### config.mk
export PLATFORM = sky130hd
export DESIGN_NAME = reduce4_pipe
export DESIGN_NICKNAME = d
export VERILOG_FILES = /design/src/rtl/reduce_pkg.sv /design/src/rtl/reduce4_stage.sv /design/src/rtl/reduce4_pipe.sv
export SDC_FILE = /design/constraint.sdc
export NUM_CORES = 1
export LEC_CHECK = 0
export BUFFER_PORTS_ARGS = -buffer_cell sky130_fd_sc_hd__buf_2
export CAP_MARGIN = 5
export CORE_AREA = 2 2 39 41
export DETAILED_ROUTE_END_ITERATION = 7
export DIE_AREA = 0 0 41 43
export PLACE_DENSITY = 0.47
export RECOVER_POWER = 100
export SLEW_MARGIN = 40
export SYNTH_ARGS = -nofsm -noshare
export SYNTH_HDL_FRONTEND = slang
export SYNTH_HIERARCHICAL = 1
export SYNTH_SLANG_ARGS = --single-unit
export TNS_END_PERCENT = 5
### constraint.sdc
create_clock -name clk -period 0.92 [get_ports clk]
set_input_delay 0.184 -clock clk [delete_from_list [all_inputs] [get_ports clk]]
set_output_delay 0.184 -clock clk [all_outputs]
set_load 0.01 [all_outputs]
### src/rtl/reduce_pkg.sv
// Shared types and elaboration helpers for the pipelined lane-reduction tree.
// Sizing helpers are constant functions, so they are evaluated at elaboration.
package reduce_pkg;

    typedef enum logic [1:0] {
        OP_OR  = 2'b00,
        OP_AND = 2'b01,
        OP_XOR = 2'b10,
        OP_NOR = 2'b11
    } op_t;

    localparam int MIN_IN = 2;
    localparam int MAX_IN = 64;
    localparam int MIN_W  = 1;
    localparam int MAX_W  = 32;

    // Neutral element of the operation, right-aligned in a 32-bit word.
    function automatic logic [31:0] identity(input op_t op, input int width);
        logic [31:0] ones;
        ones = (width >= 32) ? 32'hFFFF_FFFF : ((32'd1 << width) - 32'd1);
        return (op == OP_AND) ? ones : 32'd0;
    endfunction

    // Number of 4:1 levels needed to fold n lanes down to one.
    function automatic int levels_for(input int n);
        int lv;
        int span;
        lv   = 0;
        span = 1;
        while (span < n) begin
            span = span * 4;
            lv   = lv + 1;
        end
        return lv;
    endfunction

    // Lanes present at the input of level lvl (level 0 sees the n input lanes).
    function automatic int lanes_at(input int n, input int lvl);
        int lanes;
        lanes = n;
        for (int i = 0; i < lvl; i++) begin
            lanes = (lanes + 3) / 4;
        end
        return lanes;
    endfunction

    // Lane offset of level lvl's output inside the flattened inter-level bus.
    function automatic int seg_off(input int n, input int lvl);
        int sum;
        sum = 0;
        for (int k = 0; k < lvl; k++) begin
            sum = sum + lanes_at(n, k + 1);
        end
        return sum;
    endfunction

endpackage

### src/rtl/reduce4_stage.sv
// One registered level of the reduction tree: folds each group of four lanes
// into one, padding the ragged last group with the operation's identity.
module reduce4_stage
    import reduce_pkg::*;
#(
    parameter int DATA_W = 1,
    parameter int N_GRP  = 1,
    parameter int N_IN   = 4
) (
    input  logic                      clk,
    input  logic                      rst_n,
    input  logic                      adv,
    input  logic                      in_valid,
    input  op_t                       in_op,
    input  logic [N_IN*DATA_W-1:0]    in_data,
    output logic                      out_valid,
    output op_t                       out_op,
    output logic [N_GRP*DATA_W-1:0]   out_data
);

    op_t                      red_op;
    logic [DATA_W-1:0]        lanes [N_GRP*4];
    logic [DATA_W-1:0]        acc;
    logic [N_GRP*DATA_W-1:0]  red;

    // NOR travels through the tree as OR; the inversion happens once at the output.
    always_comb begin
        red_op = (in_op == OP_NOR) ? OP_OR : in_op;
    end

    for (genvar gl = 0; gl < N_GRP * 4; gl++) begin : g_lane
        if (gl < N_IN) begin : g_real
            assign lanes[gl] = in_data[gl*DATA_W +: DATA_W];
        end else begin : g_pad
            assign lanes[gl] = DATA_W'(identity(red_op, DATA_W));
        end
    end

    always_comb begin
        red = '0;
        acc = '0;
        for (int g = 0; g < N_GRP; g++) begin
            acc = lanes[g*4];
            for (int j = 1; j < 4; j++) begin
                case (red_op)
                    OP_AND:  acc = acc & lanes[g*4+j];
                    OP_XOR:  acc = acc ^ lanes[g*4+j];
                    default: acc = acc | lanes[g*4+j];
                endcase
            end
            red[g*DATA_W +: DATA_W] = acc;
        end
    end

    // Bubbles are held like real words, so the whole tree moves in lockstep.
    always_ff @(posedge clk or negedge rst_n) begin
        if (!rst_n) begin
            out_valid <= 1'b0;
            out_op    <= OP_OR;
            out_data  <= '0;
        end else if (adv) begin
            out_valid <= in_valid;
            out_op    <= in_op;
            out_data  <= red;
        end
    end

endmodule

### src/rtl/reduce4_pipe.sv
// Pipelined bitwise OR/AND/XOR/NOR reduction of NUM_IN lanes built from 4:1 stages.
// Optional REDUCE_STICKY_EN adds sticky_clr/sticky_res, an accumulated OR of accepted results.
module reduce4_pipe
    import reduce_pkg::*;
#(
    parameter int NUM_IN = 4,
    parameter int DATA_W = 1
) (
    input  logic                      clk,
    input  logic                      rst_n,
    input  logic                      in_valid,
    output logic                      in_ready,
    input  logic [1:0]                in_op,
    input  logic [NUM_IN*DATA_W-1:0]  in_data,
    output logic                      out_valid,
    input  logic                      out_ready,
    output logic [1:0]                out_op,
`ifdef REDUCE_STICKY_EN
    input  logic                      sticky_clr,
    output logic [DATA_W-1:0]         sticky_res,
`endif
    output logic [DATA_W-1:0]         out_res
);

    localparam int LEVELS = levels_for(NUM_IN);
    localparam int TOT_W  = seg_off(NUM_IN, LEVELS) * DATA_W;

    if (NUM_IN < MIN_IN || NUM_IN > MAX_IN) begin : g_bad_num_in
        $error("reduce4_pipe: NUM_IN=%0d outside %0d..%0d", NUM_IN, MIN_IN, MAX_IN);
    end
    if (DATA_W < MIN_W || DATA_W > MAX_W) begin : g_bad_data_w
        $error("reduce4_pipe: DATA_W=%0d outside %0d..%0d", DATA_W, MIN_W, MAX_W);
    end

    logic                 adv;
    logic [TOT_W-1:0]     chain;
    logic [LEVELS-1:0]    v_chain;
    op_t                  op_chain [LEVELS];
    logic [DATA_W-1:0]    tree_res;

    // Handshake: a word transfers on a side only in a cycle where valid && ready
    // are both high at the rising edge. Input ready is the global advance, which
    // looks only at the output side, so it never depends on in_valid. A presented
    // output keeps its data and op unchanged until it is accepted.
    assign adv      = !out_valid || out_ready;
    assign in_ready = adv;

    for (genvar l = 0; l < LEVELS; l++) begin : g_lvl
        localparam int LIN  = lanes_at(NUM_IN, l);
        localparam int LGRP = lanes_at(NUM_IN, l + 1);
        localparam int OOFF = seg_off(NUM_IN, l) * DATA_W;

        logic [LIN*DATA_W-1:0] st_in;
        logic                  st_vin;
        op_t                   st_opin;

        if (l == 0) begin : g_head
            assign st_in   = in_data;
            assign st_vin  = in_valid;
            assign st_opin = op_t'(in_op);
        end else begin : g_body
            localparam int IOFF = seg_off(NUM_IN, l - 1) * DATA_W;
            assign st_in   = chain[IOFF +: LIN*DATA_W];
            assign st_vin  = v_chain[l-1];
            assign st_opin = op_chain[l-1];
        end

        reduce4_stage #(
            .DATA_W (DATA_W),
            .N_GRP  (LGRP),
            .N_IN   (LIN)
        ) u_stage (
            .clk       (clk),
            .rst_n     (rst_n),
            .adv       (adv),
            .in_valid  (st_vin),
            .in_op     (st_opin),
            .in_data   (st_in),
            .out_valid (v_chain[l]),
            .out_op    (op_chain[l]),
            .out_data  (chain[OOFF +: LGRP*DATA_W])
        );
    end

    // The last level always narrows to a single lane at the top of the bus.
    assign tree_res  = chain[TOT_W-DATA_W +: DATA_W];
    assign out_valid = v_chain[LEVELS-1];
    assign out_op    = op_chain[LEVELS-1];
    assign out_res   = (op_chain[LEVELS-1] == OP_NOR) ? ~tree_res : tree_res;

`ifdef REDUCE_STICKY_EN
    logic out_acc;
    assign out_acc = out_valid && out_ready;

    // A clear coinciding with an acceptance restarts the history from that result.
    always_ff @(posedge clk or negedge rst_n) begin
        if (!rst_n) begin
            sticky_res <= '0;
        end else if (sticky_clr) begin
            sticky_res <= out_acc ? out_res : '0;
        end else if (out_acc) begin
            sticky_res <= sticky_res | out_res;
        end
    end
`endif

endmodule

==> results list <==
* Final core area utilization: 0.500
- Max H-tree Level: 1
- The final count of pins violating max slew is 0.
- TritonCTS built the clock tree.
- Of the post-synthesis cell area, the dominant cell type holds 0.296.
- Post-route minimum period: 1.89 ns
- The run finished, with violations left.
- Once routing completed, OpenROAD measured the worst setup slack at -0.971 ns.
* Worst hold slack after final layout: between 0.15 and 0.2 ns
* Die height: 43 um
- Antenna viol nets, final: 0
- The number of endpoints with negative hold slack in the final report was 0.
* Kind of path behind the tightest hold check: in2reg
- Average vias per placed instance: 4.38
- The clock passes through at most 2 buffers.
* Main area contributors after synthesis: dfrtp_1 30%, ha_1 30%, mux2_2 10%, inv_1 8.9%, a221oi_1 7.8%
* Antenna diode instance count: 0
- For this run, the detailed router's first-pass iteration total came to 1.
* Worst Path Required: between 1 and 1.5 ns
- Number of synthesis warnings: 6
- CTS Buf Count: 3
- WS Path Type: in2reg
* Maximum number of pins on one net before global-route repair: 8
- Setup TNS: -1.79 ns
- Tightest slew margin relative to the limit: 0.834
- Total GRT Usage: 0.112
- Routed WL: slightly above 800 um
- dfrtp_1 takes more of the synthesized area than any other cell.
- In the routed design, unresolved DRC markers number 0.
* Proportion of synthesized chip area in sequential cells: 0.296
- Number of buffers added on ports: 14
- Cells after synthesis: 34
- In this run the count of I/O pins placed on the die edge is 15.
* Type of element capturing the critical path: flop
* Worst EP arrival: 1.99 ns
- Of the cells placed in the final design, the portion with a size suffix greater than 1 is 0.717.
- Clock slew seen by the registers of the worst setup and hold paths: 0.04 ns
- Post-Synthesis Mean Instance Area: 9.94 um^2
- Synthesized area: 338 um^2
- Row Count: 14
- After synthesis the netlist holds a flip-flop and latch count of 4.
* Power density over the cells: about 1200 nW/um^2
- STA classifies the critical path startpoint as an input pin.
- Placer's final routability congestion estimate: 0.600
- Summing all non-filler instances in the final layout gives an area of 692 um^2.
- Clock insertion delay at the later pin of the skew report: 0.23 ns
- Net count after synthesis: 52
- For this design, the sink count on the clock tree is 4.
- VDD sags by at most slightly above 0.0007 V.
* CORE AREA: 1380 um^2
- Of all nets on the critical path, the largest fanout is 2.
- Dividing the final minimum period by the clock period gives 2.06.
- Setup repair after global routing could not meet its margin everywhere.
* Pleak: 0.323 nW
- The first global-routing pass estimated 1.32 mm of wire.
- In this run, the number of DRC markers left after iteration 0 of detailed routing was 0.
* Final routed wire length divided by cell count: 10.9 um
* Total cell area at the placement stage: around 540 um^2
- In the layout the commonest cells are 9 x buf_4, 7 x buf_2, 4 x ha_4, 4 x dfrtp_1.
- The number of global-route vias before repair came to 339.
- Derived from the worst setup path, the maximum achievable clock frequency is ~530 MHz.
- From left edge to right edge, the die measures 41 um.
- Failing checks: setup timing
* Number of distinct standard cells referenced by the synthesized netlist: 11
- Vias after detailed routing: 333
- Total of max-cap violations: 0
* Die Footprint: 1760 um^2
- Root buffer cell: clkbuf_4
* Count of endpoints failing setup in the final report: 9
- Compared with the post-synthesis result, the final layout area differs by 105%.
- For this configuration, the core starts out at a cell density of 0.244.
- Initial antenna violation count: 0
- Most common cell after layout, fill and taps aside: buf_4
- Setup Skew: 0.000521 ns
- Detailed placer's ending HPWL: 603 um
- Global routing finished with a remaining overflow of 0.
- For the pin with the worst max-slew slack, the measured transition is approximately 0.25 ns.
- At the end of the flow, the number of nets in the layout was 80.
-- final timing paths --
kind	from	end	slack, ns	depth (start not counted)
setup / recovery	in_data[0]	g_lvl[0].u_stage/out_data	-0.97	13
min in group asynchronous	rst_n	g_lvl[0].u_stage/out_data	0.34	2
hold / removal	in_valid	g_lvl[0].u_stage/out_valid	0.19	2
hold reg to reg	g_lvl[0].u_stage/out_op[1]	g_lvl[0].u_stage/out_op[1]	0.54	1
setup reg to reg	g_lvl[0].u_stage/out_valid	g_lvl[0].u_stage/out_op[1]	-0.05	2
max in group asynchronous	rst_n	g_lvl[0].u_stage/out_op[0]	0.38	2
-- logic make-up (layout without fill, tap and decap cells) --
kind of cell	count (synthesis)	count (layout)	synth area share
fa+ha+maj	8	8	0.296
buf+inv	8	34	0.0889
compound gates	6	6	0.133
flops	4	4	0.296
simple gates	4	4	0.0592
mux	3	3	0.100
xor+xnor	1	1	0.0259
-- per-layer routing --
layer	share of wire	global-route usage	vias to the layer above
li1	-	-	171
met1	0.41	0.118	154
met2	0.56	0.175	8
met3	0.030	0.0366	0
met4	0	0.0800	0
met5	0	0	-
-- worst max-delay path: stages --
cell	delay [ns]
buf_8	0.10
inv_4	0.04
ha_4	0.19
a221oi_4	0.26
a21oi_2	0.07
inv_2	0.07
ha_4	0.20
a221oi_4	0.24
a21oi_2	0.07
inv_2	0.07
ha_4	0.19
a221oi_2	0.22
a311oi_1	0.07
-- state kept, by name, indices dropped and copies added (netlist names) --
| signal | cells |
|---|---|
| g_lvl.u_stage/out_valid | 1 |
| g_lvl.u_stage/out_data | 1 |
| g_lvl.u_stage/out_op | 2 |
-- synth_stat cells --
cell type and number:
ha_1 8, inv_1 8, dfrtp_1 4, a221oi_1 3, mux2_2 3, a21oi_1 2
nand2b_1 2, a311oi_1 1, nand2_1 1, nor2_1 1, xnor2_1 1
-- timing repair --
action                                 in CTS  in global routing
hold buffers                                1                  0
endpoints found under the hold margin       4                  0
setup endpoints to repair                   9                  9
gates resized for setup                    13                 10
pin swaps                                   7                  6
buffers inserted                            0                  1
-- cell type report --
type	instances	area, um^2
clock buffer	3	22.5
timing repair buffer	23	185
fill	137	692
sequential	4	100
inverter	8	47.5
multi-input combinational	22	317
tap	16	20.0
-- report_power, final --
group	internal (W)	switching, W	leakage (nW)
clock network	0.000146	0.0000656	0.0138
registers	0.000199	0.0000176	0.0463
logic	0.000217	0.000164	0.263
total	0.000561	0.000247	0.323
-- metrics by stage --
| step | instances | setup slack, ns | total power [W] |
|---|---|---|---|
| global route | 76 | -1.08 | 0.000868 |
| CTS | 75 | -0.980 | 0.000753 |
| global placement | 71 | -1.37 | 0.000488 |
| floorplan | 34 | -1.09 | 0.000374 |
| finish | 76 | -0.971 | 0.000809 |
| detailed placement | 71 | -1.39 | 0.000489 |
Note: power is estimated with default switching activity, not from simulation.
